`src/rtl/adder_accum_sched_if.sv`:
```
// Bundle of config, operand stream, adder control and result stream
// signals for the accumulation sequencer.
interface adder_accum_sched_if #(
  parameter int IN_WIDTH  = 16,
  parameter int ACC_WIDTH = 32,
  parameter int CNT_WIDTH = 8
);
  logic                 cfg_start;
  logic [CNT_WIDTH-1:0] cfg_count;
  logic                 cfg_8bit;

  logic                 in_valid;
  logic                 in_ready;
  logic [IN_WIDTH-1:0]  in_data;

  logic                 add_enable;
  logic                 add_choose_8bit;
  logic [IN_WIDTH-1:0]  add_a;
  logic [ACC_WIDTH-1:0] add_b;
  logic [ACC_WIDTH-1:0] add_out;

  logic                 out_valid;
  logic                 out_ready;
  logic [ACC_WIDTH-1:0] out_data;

  logic                 busy;

  modport slave (
    input  cfg_start,
    input  cfg_count,
    input  cfg_8bit,
    input  in_valid,
    output in_ready,
    input  in_data,
    output add_enable,
    output add_choose_8bit,
    output add_a,
    output add_b,
    input  add_out,
    output out_valid,
    input  out_ready,
    output out_data,
    output busy
  );

  modport master (
    output cfg_start,
    output cfg_count,
    output cfg_8bit,
    output in_valid,
    input  in_ready,
    output in_data,
    input  add_enable,
    input  add_choose_8bit,
    input  add_a,
    input  add_b,
    output add_out,
    input  out_valid,
    output out_ready,
    input  out_data,
    input  busy
  );
endinterface

```
`src/rtl/adder_accum_sched.sv`:
```
// Burst sequencer driving an external registered signed adder,
// full-width or packed dual-lane, with a valid/ready result port.
module adder_accum_sched #(
  parameter int IN_WIDTH  = 16,
  parameter int ACC_WIDTH = 32,
  parameter int CNT_WIDTH = 8
) (
  input logic               clk,
  input logic               reset,
  adder_accum_sched_if.slave bus
);

  typedef enum logic [1:0] {
    IDLE,
    ACCUM,
    DRAIN,
    HOLD
  } state_t;

  state_t               state_q;
  state_t               state_d;
  logic [CNT_WIDTH-1:0] rem_q;
  logic [CNT_WIDTH-1:0] rem_d;
  logic                 first_q;
  logic                 first_d;
  logic                 mode_q;
  logic                 mode_d;
  logic                 valid_q;
  logic                 valid_d;
  logic [ACC_WIDTH-1:0] data_q;
  logic [ACC_WIDTH-1:0] data_d;

  always_ff @(posedge clk or posedge reset) begin
    if (reset) begin
      state_q <= IDLE;
      rem_q   <= '0;
      first_q <= 1'b0;
      mode_q  <= 1'b0;
      valid_q <= 1'b0;
      data_q  <= '0;
    end else begin
      state_q <= state_d;
      rem_q   <= rem_d;
      first_q <= first_d;
      mode_q  <= mode_d;
      valid_q <= valid_d;
      data_q  <= data_d;
    end
  end

  always_comb begin
    state_d        = state_q;
    rem_d          = rem_q;
    first_d        = first_q;
    mode_d         = mode_q;
    valid_d        = valid_q;
    data_d         = data_q;
    bus.in_ready   = 1'b0;
    bus.add_enable = 1'b0;
    bus.add_a      = '0;
    bus.add_b      = '0;

    unique case (state_q)
      IDLE: begin
        if (bus.cfg_start) begin
          rem_d   = bus.cfg_count;
          mode_d  = bus.cfg_8bit;
          first_d = 1'b1;
          if (bus.cfg_count == '0) begin
            data_d  = '0;
            valid_d = 1'b1;
            state_d = HOLD;
          end else begin
            state_d = ACCUM;
          end
        end
      end

      ACCUM: begin
        bus.in_ready = 1'b1;
        // Feedback is last cycle's sum; the adder holds it across stalls
        bus.add_b = first_q ? '0 : bus.add_out;
        if (bus.in_valid) begin
          bus.add_enable = 1'b1;
          bus.add_a      = bus.in_data;
          rem_d          = rem_q - 1'b1;
          first_d        = 1'b0;
          if (rem_q == CNT_WIDTH'(1)) begin
            state_d = DRAIN;
          end
        end
      end

      DRAIN: begin
        data_d  = bus.add_out;
        valid_d = 1'b1;
        state_d = HOLD;
      end

      HOLD: begin
        if (bus.out_ready) begin
          valid_d = 1'b0;
          state_d = IDLE;
        end
      end

      default: begin
        state_d = IDLE;
      end
    endcase
  end

  assign bus.add_choose_8bit = mode_q;
  assign bus.out_valid       = valid_q;
  assign bus.out_data        = data_q;
  assign bus.busy            = (state_q != IDLE);

endmodule

```
`src/flat_wrapper.sv`:
```
// flat-port wrapper written by rule: the top's interface ports become plain ports
module adder_accum_sched_flat 
#(
  parameter int IN_WIDTH  = 16,
  parameter int ACC_WIDTH = 32,
  parameter int CNT_WIDTH = 8
)
  (clk, reset, bus_cfg_start, bus_cfg_count, bus_cfg_8bit, bus_in_valid, bus_in_ready, bus_in_data, bus_add_enable, bus_add_choose_8bit, bus_add_a, bus_add_b, bus_add_out, bus_out_valid, bus_out_ready, bus_out_data, bus_busy);
  adder_accum_sched_if #(.IN_WIDTH(IN_WIDTH), .ACC_WIDTH(ACC_WIDTH), .CNT_WIDTH(CNT_WIDTH)) bus_i ();
  input logic clk;
  input logic reset;
  input wire logic [$bits(bus_i.cfg_start)-1:0] bus_cfg_start;
  input wire logic [$bits(bus_i.cfg_count)-1:0] bus_cfg_count;
  input wire logic [$bits(bus_i.cfg_8bit)-1:0] bus_cfg_8bit;
  input wire logic [$bits(bus_i.in_valid)-1:0] bus_in_valid;
  output wire logic [$bits(bus_i.in_ready)-1:0] bus_in_ready;
  input wire logic [$bits(bus_i.in_data)-1:0] bus_in_data;
  output wire logic [$bits(bus_i.add_enable)-1:0] bus_add_enable;
  output wire logic [$bits(bus_i.add_choose_8bit)-1:0] bus_add_choose_8bit;
  output wire logic [$bits(bus_i.add_a)-1:0] bus_add_a;
  output wire logic [$bits(bus_i.add_b)-1:0] bus_add_b;
  input wire logic [$bits(bus_i.add_out)-1:0] bus_add_out;
  output wire logic [$bits(bus_i.out_valid)-1:0] bus_out_valid;
  input wire logic [$bits(bus_i.out_ready)-1:0] bus_out_ready;
  output wire logic [$bits(bus_i.out_data)-1:0] bus_out_data;
  output wire logic [$bits(bus_i.busy)-1:0] bus_busy;
  assign bus_i.cfg_start = bus_cfg_start;
  assign bus_i.cfg_count = bus_cfg_count;
  assign bus_i.cfg_8bit = bus_cfg_8bit;
  assign bus_i.in_valid = bus_in_valid;
  assign bus_in_ready = bus_i.in_ready;
  assign bus_i.in_data = bus_in_data;
  assign bus_add_enable = bus_i.add_enable;
  assign bus_add_choose_8bit = bus_i.add_choose_8bit;
  assign bus_add_a = bus_i.add_a;
  assign bus_add_b = bus_i.add_b;
  assign bus_i.add_out = bus_add_out;
  assign bus_out_valid = bus_i.out_valid;
  assign bus_i.out_ready = bus_out_ready;
  assign bus_out_data = bus_i.out_data;
  assign bus_busy = bus_i.busy;
  adder_accum_sched #(.IN_WIDTH(IN_WIDTH), .ACC_WIDTH(ACC_WIDTH), .CNT_WIDTH(CNT_WIDTH)) u_core (.clk(clk), .reset(reset), .bus(bus_i));
endmodule
```
`config.mk`:
```
export PLATFORM = sky130hd
export DESIGN_NAME = adder_accum_sched_flat
export DESIGN_NICKNAME = d
export VERILOG_FILES = /design/src/rtl/adder_accum_sched_if.sv /design/src/rtl/adder_accum_sched.sv /design/src/flat_wrapper.sv
export SDC_FILE = /design/constraint.sdc
export NUM_CORES = 1
export LEC_CHECK = 0
export ABC_AREA = 1
export CAP_MARGIN = 5
export CORE_ASPECT_RATIO = 0.9
export CORE_MARGIN = 4
export CORE_UTILIZATION = 43
export CTS_BUF_LIST = sky130_fd_sc_hd__clkbuf_8
export CTS_CLUSTER_SIZE = 30
export DETAILED_ROUTE_END_ITERATION = 6
export PLACE_DENSITY = 0.86
export SLEW_MARGIN = 20
export SYNTH_ARGS = -nofsm -noshare
export SYNTH_HDL_FRONTEND = slang
export SYNTH_SLANG_ARGS = --single-unit
```
`constraint.sdc`:
```
create_clock -name clk -period 4.1 [get_ports clk]
set_input_delay 1.23 -clock clk [delete_from_list [all_inputs] [get_ports clk]]
set_output_delay 1.23 -clock clk [all_outputs]
set_load 0.02 [all_outputs]
```
* Word level (Yosys, flattened, before mapping)
Index checks and enable logic that the tools add are counted.
** Cells by class
- Muxes and demuxes :: 26
- $add $sub $neg :: 1
- Eq/ne operators :: 9
- Reductions and logical operators :: 11
** Operators by type and width (number)
- 32-bit two-way mux :: 4
- 32-bit one-hot mux with 2 select lines :: 1
- 16-bit two-way mux :: 2
- 8-bit two-way mux :: 2
- 8-bit one-hot mux with 2 select lines :: 1
- 2-bit two-way mux :: 5
- 8-bit by 1-bit == test with 1-bit output (second input constant) :: 1
- 8-bit logical NOT :: 1
- 1-bit two-way mux :: 8
- 2-bit one-hot mux with 4 select lines :: 1
- 4-bit AND reduction :: 2
- 8-bit by 1-bit subtractor with 8-bit output (second input constant) :: 1
- 2-bit != test (second input constant) :: 3
- 3-bit AND reduction :: 2
- 2-bit nonzero test :: 3
- 2-bit == test (second input constant) :: 2
- 2-bit by 1-bit != test with 1-bit output (second input constant) :: 2
- 1-bit one-hot mux with 3 select lines :: 1
- 3-bit nonzero test :: 1
- 2-bit by 1-bit == test with 1-bit output (second input constant) :: 1
- 2-bit logical NOT :: 1
- 1-bit one-hot mux with 2 select lines :: 1
- 2-bit AND reduction :: 1
** Word-level totals
- Word-level logic and storage cells :: 53
- Input port bits :: 62
- Flip-flop bits (word level) :: 45
- Output and inout port bits :: 85

* Logic depth before layout (Yosys ltp)
Gate-level depths: netlist (run 1).
- Word-level depth :: 4
- Gate-level depth with buffers :: 10
- Gate-level depth less buffers :: 9

* Least setup slack after synthesis (run 1)
Ideal clock, no wire load.
- Path type :: in2out
- From :: in bus_in_valid
- To :: out bus_add_a[10]
- Arrival :: 1.886 ns
- Required time :: 2.870 ns
- Cell stages on the path :: 3
- Buffers on the path :: 1
- Slack :: 0.984 ns
- Cell sequence :: nand2_1 clkbuf_1 nor2_1
** Between the ends
- Longest elaborated chain between the ends :: 2
** Ends and longest elaborated chain
- start, declared :: line flat_wrapper.sv:15 : input wire logic [$bits(bus_i.in_valid)-1:0] bus_in_valid;
- 16-bit two-way mux :: line adder_accum_sched.sv:83 : if (bus.in_valid) begin
- 16-bit two-way mux :: line adder_accum_sched.sv:63 : unique case (state_q)
- end, declared :: line flat_wrapper.sv:20 : output wire logic [$bits(bus_i.add_a)-1:0] bus_add_a;
No other way between the ends.

* Worst setup path in the final report (run 1)
- From :: in bus_in_valid
- To :: out bus_add_a[8]
Same word-level chain as after synthesis.

==> results.yml, run 1 <==
setup_path:
  cp_max_fo: 17
  crit_type: "input port to output port"
  rrSetupSlack_ps: 2090
  cp-end-kind: "output port"
  r2r-start: "u_core.state_q[0]"
  r2r_end: "u_core.rem_q[0]"
  required_ps: 2870
  ff2ff_path_depth: 9
  cp.arrival_ps: 2710
  startpoint_type: "input port"
timing:
  slew_viol_final: 0
  finClkSkew_ps: 1.61
  setup_ws_ps: 155
  min_period_ps: 3940
  hold_viol_final: 0
  worst_pin_slew_ps: 917
  timing.fmax_ghz: 0.254
  rsz0062_at_grt: "no"
  relSlewSlack_pct: 38.8
  fin_crit_sh_pct: 96.2
  setup_viol: 0
yosys:
  ys.flop_type: "dfrtp_1"
  synth_top_area_cell: "dfrtp_1"
  synth_edf_count: 0
  synth-seq-area-share_pct: 42.5
  syn-instance-count: 384
  synthTopCellsByArea: "dfrtp_1, nand2_1, inv_1"
  synth_top_cell_area_share_pct: 42.5
  yosys-top-cells-count: "nand2_1, inv_1, nor2_1"
  syn_avg_cell_area_um2: 6.90
  ys.warnings.count: 0
  syn_area_um2: 2650
  yosysMostFrequentCell: "nand2_1"
  synth-seq-cells: 45
  syn-num-nets: 454
  async_reset_ff_share_pct: 100
  synthDistinctLibCells: 18
global_route:
  antenna_found_initial: 0
  grt_use_total_pct: 21.1
  grt_pass1_wl_um: 12900
  overflow: 0
  grt_pass1_vias: 2939
  grt_max_degree: 46
route:
  dr.first_iter.drc_count: 104
  wl_per_cell_um: 13.2
  drc: 0
  wirelength_um: 7820
  dr.pass1.iters: 4
  vias: 2813
  viasPerCell: 4.74
  ant_nets: 0
placement:
  dpl.hpwl_um: 6120
  post-place-ws_ps: -16.1
  gp_congestion: 0.856
  io_buffers: 146
floorplanning:
  dieHeight_um: 82.5
  start_util_pct: 45.5
  design.core.area_um2: 5820
  die_x_um: 90.7
  rows: 26
  die_area_um2: 7480
  ios: 147
hold_path:
  hold_class: "flip-flop to flip-flop"
  hp-start: "u_core.bus.out_data[20]"
  whs_path_depth: 2
  whs_endpoint: "u_core.bus.out_data[20]"
layout:
  nets: 593
  drive_above_1_share_pct: 5.34
  seq_area_um2: 1130
  multi_input_area_um2: 1150
  areaGrowthSynthToFinish_pct: 59.2
  n_antenna_cell: 0
  postLayoutCoreUtil_pct: 72.4
  fill_cells: 465
cts:
  clock-sinks: 45
  htree_levels: 2
  cts_max_path_buffers: 2
  clk_pin_slew_ps: 80
  clk_latency_ps: 280
  cts_tree: "yes"
  root_buffer: "clkbuf_8"
  cts_made_buffers: 5
power_and_ir_drop:
  leakagePower_uw: 0.00218
  ir_drop_uv: 398
  p_per_area_nw_per_um2: 615
run:
  drv_cap: 0
status:
  status: "complete, no violations"
-- placed cells by master, fill, tap and decap left out, types with 4 or more instances in the layout --
master,netlist,routed
dfrtp_1,45,45
ha_1,8,8
nor2_1,64,64
buf_4,1,4
nand3_1,40,40
nor2_2,10,10
clkbuf_8,0,6
clkdlybuf4s50_1,0,146
nand2_1,110,109
o21ai_0,17,17
inv_1,65,65
-- metrics by stage --
step	cells	total power, uW	TNS, ps	instance area (um2)	hold slack, ps
finish	594	2590	0	4220	474
CTS	594	2620	0	4220	478
floorplan	384	1690	0	2650	445
global placement	586	2210	0	4100	452
global route	594	2800	0	4220	500
detailed placement	586	2270	-16.1	4100	457
-- critical path, cell delays in order --
cell             delay, ps
clkdlybuf4s50_1        490
nand2_2                190
nor2_1                 170
clkdlybuf4s50_1        630
-- state kept, by name, indices dropped and copies added, names as in the netlist --
signal,count
u_core.rem_q,8
u_core.bus.add_choose_8bit,1
u_core.first_q,1
u_core.state_q,2
u_core.bus.out_data,32
u_core.bus.out_valid,1
-- logic make-up after synthesis --
family	after synthesis	share of synthesized area (%)
AO/OA/AOI/OAI	18	3.54
adder cells (fa/ha/maj)	8	3.78
buffers and inverters	84	14.3
flip-flops	45	42.5
AND/OR/NAND/NOR	229	35.9
-- area by class of cell --
class                   count  area share (%)
inverters                  66            5.88
well taps                  70            2.08
repair buffers            150            35.4
flip-flops and latches     45            26.7
clock inverters             2           0.801
clock buffers               6            1.96
multi-input cells         255            27.2
-- metal layers --
layer	up-vias	track usage (%)	wire length, um
li1	1419	-	-
met1	1271	23.0	3110
met2	113	40.3	3970
met3	10	6.34	640
met4	0	6.27	99
met5	-	0	0
-- where the power goes --
part,switching (uW),leakage (uW),internal [uW],total (uW)
registers,89.6,0.000588,588,678
logic,950,0.00153,623,1570
clock network,144,0.0000626,196,341
total,1180,0.00218,1410,2590
-- worst max path at each step --
stage / startpoint / end
after floorplan: bus_in_valid / bus_add_a[10]
after global placement: bus_in_valid / bus_add_a[0]
final: bus_in_valid / bus_add_a[8]
after detailed placement: bus_in_valid / bus_add_a[8]
after CTS: bus_in_valid / bus_add_a[8]
after global routing: bus_in_valid / bus_add_a[8]
-- timing repair --
action | CTS | global route
setup buffers | 0 | 0
gates resized for setup | 1 | 0
endpoints found under the setup margin | 1 | 0
hold buffers | 0 | 0
(Power assumes the default switching activity.)
==> run 2: changes to the inputs <==
- ABC_AREA: 1 -> unset
- CORE_UTILIZATION: 43 -> 41
==> run 2 against run 1 <==
Synthesized cell count fell by 40%; first-iteration DRC count fell by 7.7%; utilization up 0.63 points; count of clock-buffer cells in the layout stayed put; fmax rose by 6.0%.
==> results.yml, run 2 <==
timing:
  slew_viol_final: 0
  rsz0062_at_grt: "no"
  tns_ps: 0
  relSlewSlack_pct: 37.4
  fin_crit_sh_pct: 90.8
  worst_pin_slew_ps: 937
  setup_ws_ps: 377
  min_period_ps: 3720
  hold_viol_final: 0
  finClkSkew_ps: 2.85
  timing.fmax_ghz: 0.269
  setup_viol: 0
layout:
  n_antenna_cell: 0
  areaGrowthSynthToFinish_pct: 67.1
  postLayoutCoreUtil_pct: 73.0
  fill_cells: 410
  final_area_um2: 3950
  drive_above_1_share_pct: 4.58
  layout.cells.non_filler: 438
  largest_reg_flops: 32
  final_common_cell: "clkdlybuf4s50_1"
  final_cell_mix: "clkdlybuf4s50_1, dfrtp_1, and2_1, a22o_1, and3_1"
  nets: 441
cts:
  cts_tree: "yes"
  cts_made_buffers: 5
  root_buffer: "clkbuf_8"
  cts_max_path_buffers: 2
  clk_pin_slew_ps: 80
  clk_latency_ps: 290
  htree_levels: 2
  clock-sinks: 45
route:
  drc: 0
  wirelength_um: 7640
  wl_per_cell_um: 17.4
  vias: 2274
  dr.pass1.iters: 4
  ant_nets: 0
  dr.first_iter.drc_count: 96
  viasPerCell: 5.19
power_and_ir_drop:
  leakagePower_uw: 0.00172
  p_per_area_nw_per_um2: 711
  ir_drop_uv: 484
yosys:
  synthDistinctLibCells: 33
  syn_area_um2: 2360
  syn-instance-count: 229
  ys.warnings.count: 0
  yosys-top-cells-count: "dfrtp_1, and2_1, a22o_1"
  yosysMostFrequentCell: "dfrtp_1"
  ys.flop_type: "dfrtp_1"
  synth-seq-cells: 45
  synth_edf_count: 0
  syn_avg_cell_area_um2: 10.3
  synth-seq-area-share_pct: 47.6
  syn-num-nets: 299
  synthTopCellsByArea: "dfrtp_1, a22o_1, and2_1"
  synth_top_cell_area_share_pct: 47.6
  synth_top_area_cell: "dfrtp_1"
  async_reset_ff_share_pct: 100
setup_path:
  crit_type: "input port to output port"
  cpLargestDelayFamily: "buffers and inverters"
  crit_buf_inv: 2
  slowest_stage: "clkdlybuf4s50_1"
  crit_chain: "clkdlybuf4s50_1, and2_1, clkdlybuf4s50_1"
  rrSetupSlack_ps: 1950
  cpPeakStageDelay_ps: 640
  cp_max_fo: 2
  cp-end-kind: "output port"
  cp.arrival_ps: 2490
  cpMostUsedCell: "clkdlybuf4s50_1"
  startpoint_type: "input port"
  required_ps: 2870
floorplanning:
  design.core.area_um2: 5410
  start_util_pct: 43.7
  dieHeight_um: 80.1
  rows: 25
  die_area_um2: 7050
  die_x_um: 88.1
  ios: 147
global_route:
  overflow: 0
  grt_use_total_pct: 21.4
  grt_max_degree: 46
  antenna_found_initial: 0
  grt_pass1_wl_um: 11800
  grt_pass1_vias: 2360
placement:
  io_buffers: 146
  post-place-cells: 430
  place_area_um2: 3860
  post-place-ws_ps: 23.8
  gp_congestion: 0.792
  dpl.hpwl_um: 5710
status:
  status: "complete, no violations"
run:
  drv_cap: 0
hold_path:
  hold_class: "flip-flop to flip-flop"
-- run 2: per-layer routing --
layer / part of all wire [%] / wire length, um / track usage, % / vias to the layer above
li1: - / - / - / 1099
met1: 41 / 3170 / 26.5 / 1098
met2: 53 / 4010 / 38.2 / 69
met3: 4.8 / 365 / 3.28 / 8
met4: 1.2 / 91 / 6.19 / 0
met5: 0 / 0 / 0 / -
-- run 2: final cells by class --
type | instances | area, um2 | share of cell area [%]
Sequential cell | 45 | 1130 | 28.5
Inverter | 11 | 41.3 | 1.04
Multi-Input combinational cell | 157 | 1110 | 28.2
Clock inverter | 1 | 3.75 | 0.0950
Tap cell | 67 | 83.8 | 2.12
Clock buffer | 6 | 82.6 | 2.09
Timing Repair Buffer | 151 | 1500 | 38.0
-- run 2: final timing paths --
path | from | end | cells past startpoint
setup / recovery | bus_add_out[8] | bus_add_b[8] | 3
hold / removal | u_core.bus.out_data[21] | u_core.bus.out_data[21] | 1
setup reg to reg | u_core.state_q[1] | u_core.rem_q[2] | 8
hold reg to reg | u_core.bus.out_data[21] | u_core.bus.out_data[21] | 1
max in group asynchronous | reset | u_core.bus.out_data[15] | 2
min in group asynchronous | reset | u_core.bus.out_data[1] | 2
-- run 2: cells by family (layout without fill, tap and decap cells) --
kind of cell	after synthesis	in the layout	share of synthesized area [%]
compound gates	60	60	19.8
flops	45	45	47.6
buf+inv	27	169	5.56
fa+ha+maj	8	8	4.23
mux	5	5	2.17
simple gates	84	84	20.6
-- run 2: stage by stage --
step | hold WS (ps) | total power, uW
after floorplan | 473 | 1810
after global placement | 488 | 2490
after detailed placement | 491 | 2530
after CTS | 512 | 2820
after global routing | 524 | 3000
final | 508 | 2810
-- run 2: report_power, final --
| part | internal (uW) | leakage, uW | switching (uW) |
|---|---|---|---|
| clock | 131 | 0.0000485 | 144 |
| sequential | 659 | 0.000548 | 138 |
| combinational | 850 | 0.00112 | 888 |
-- run 2: worst reg2reg max path, delay by kind of cell (launching register included) --
family	cells	cell delay, ps
AO/OA/AOI/OAI	3	540
buffers and inverters	3	770
AND/OR/NAND/NOR	1	130
flip-flops	1	400
adder cells (fa/ha/maj)	1	190
-- run 2: what timing repair did --
item,CTS,global route
setup buffers,0,0
resized for setup,0,1
setup endpoints to repair,0,17
hold buffers,0,0
==> run 3: changes to the inputs <==
- CORE_UTILIZATION: 41 -> 40
- PLACE_DENSITY: 0.86 -> 0.84
==> run 3 against run 2 <==
Clock power is 20% higher; fmax is 0.56% higher; worst hold slack about the same; register-to-register slack got worse by 110 ps; critical path depth is the same; count of clock-buffer cells in the layout shrank 1; total power grew 0.93%; global-route usage down 1.4 points; cell area is 0.60% higher; largest cell class unchanged; cell count rose by 0.68%; clock skew increased by 3.8 ps.
==> results.yml, run 3 (synthesis results as in run 2) <==
status:
  status: "complete, no violations"
global_route:
  grt_max_degree: 46
  met3_usage_pct: 2.54
  grt_pass1_vias: 2256
  use_met1_pct: 25.0
  antenna_found_initial: 0
  use_met2_pct: 36.1
  overflow: 0
  grt_use_total_pct: 20.0
  busiest_layer: "met2"
  grt_pass1_wl_um: 11300
setup_path:
  cp_max_fo: 2
  startpoint_type: "input port"
  crit_type: "input port to output port"
  cp-end-kind: "output port"
  cp.arrival_ps: 2470
  required_ps: 2870
run:
  drv_cap: 0
route:
  viasPerCell: 5.16
  dr.first_iter.drc_count: 57
  ant_nets: 0
  wl_per_cell_um: 16.6
  dr.pass1.iters: 4
  wirelength_um: 7320
  drc: 0
  vias: 2275
power_and_ir_drop:
  p_per_area_nw_per_um2: 714
  leakagePower_uw: 0.00173
  ir_drop_uv: 366
timing:
  finClkSkew_ps: 6.65
  rsz0062_at_grt: "no"
  min_period_ps: 3700
  hold_viol_final: 0
  timing.fmax_ghz: 0.270
  setup_viol: 0
  whs_ps: 507
  tns_ps: 0
  worst_pin_slew_ps: 1090
  slew_viol_final: 0
  fin_crit_sh_pct: 90.3
  relSlewSlack_pct: 27.3
layout:
  areaGrowthSynthToFinish_pct: 68.1
  final_common_cell: "clkdlybuf4s50_1"
  postLayoutCoreUtil_pct: 69.8
  final_cell_mix: "clkdlybuf4s50_1, dfrtp_1, and2_1, a22o_1, and3_1"
  drive_above_1_share_pct: 4.85
  nets: 440
  layout.cells.non_filler: 441
  largest_reg_flops: 32
  final_area_um2: 3980
  n_antenna_cell: 0
floorplanning:
  ios: 147
  design.core.area_um2: 5690
  die_x_um: 89.1
  dieHeight_um: 80.9
  die_area_um2: 7210
  rows: 26
  start_util_pct: 41.5
cts:
  root_buffer: "clkbuf_8"
  clock-sinks: 45
  clk_latency_ps: 290
  post-cts-setup-buffers: 0
  cts_tree: "yes"
  htree_levels: 2
  cts_made_buffers: 5
  cts_max_path_buffers: 2
  clk_pin_slew_ps: 90
hold_path:
  hold_class: "flip-flop to flip-flop"
placement:
  place_area_um2: 3860
  post-place-cells: 433
  gp_congestion: 0.811
  dpl.hpwl_um: 5540
  io_buffers: 146
run 3: cell count changes in the layout (fill, tap and decap cells not counted), sizes merged:
cell	before	now
buf	5	4
bufinv	0	1
clkbuf	6	5
clkinv	0	1
run 3: cell type report:
type | count | area (um2)
clock buffers | 5 | 68.8
flip-flops and latches | 45 | 1130
multi-input cells | 157 | 1120
clock inverters | 3 | 42.5
inverters | 11 | 41.3
well taps | 70 | 87.6
repair buffers | 150 | 1490
fillers | 450 | 1720
run 3: through the flow:
step | setup WS, ps | total power [uW]
finish | 398 | 2840
global route | 245 | 3040
CTS | 37.5 | 2870
detailed placement | 44.9 | 2520
global placement | 134 | 2480
floorplan | 1170 | 1810
run 3: worst paths after layout:
kind / from / end / slack (ps) / depth (start not counted)
setup / recovery: bus_add_out[7] / bus_add_b[7] / 400 / 3
hold / removal: u_core.bus.out_data[17] / u_core.bus.out_data[17] / 510 / 1
setup reg to reg: u_core.state_q[1] / u_core.rem_q[6] / 1840 / 6
hold reg to reg: u_core.bus.out_data[17] / u_core.bus.out_data[17] / 510 / 1
max in group asynchronous: reset / u_core.bus.out_data[31] / 2030 / 2
min in group asynchronous: reset / u_core.rem_q[2] / 1490 / 2
run 3: where the power goes:
group          leakage, uW  switching [uW]  total (uW)  internal (uW)
clock            0.0000595             150         331            181
sequential        0.000548             134         793            659
combinational      0.00112             870        1710            844
run 3: worst max-delay path: stages:
cell             delay [ps]
clkdlybuf4s50_1         510
and2_1                  130
clkdlybuf4s50_1         600
run 3: repair_timing:
item	in CTS	in global routing
resized for setup	0	1
endpoints found under the setup margin	0	17
hold buffers	0	0
run 3: metal layers:
layer / share of wire (%) / routed length [um]
met2: 52 / 3800
met3: 6.3 / 459
met5: 0 / 0
met1: 40 / 2940
met4: 1.6 / 119
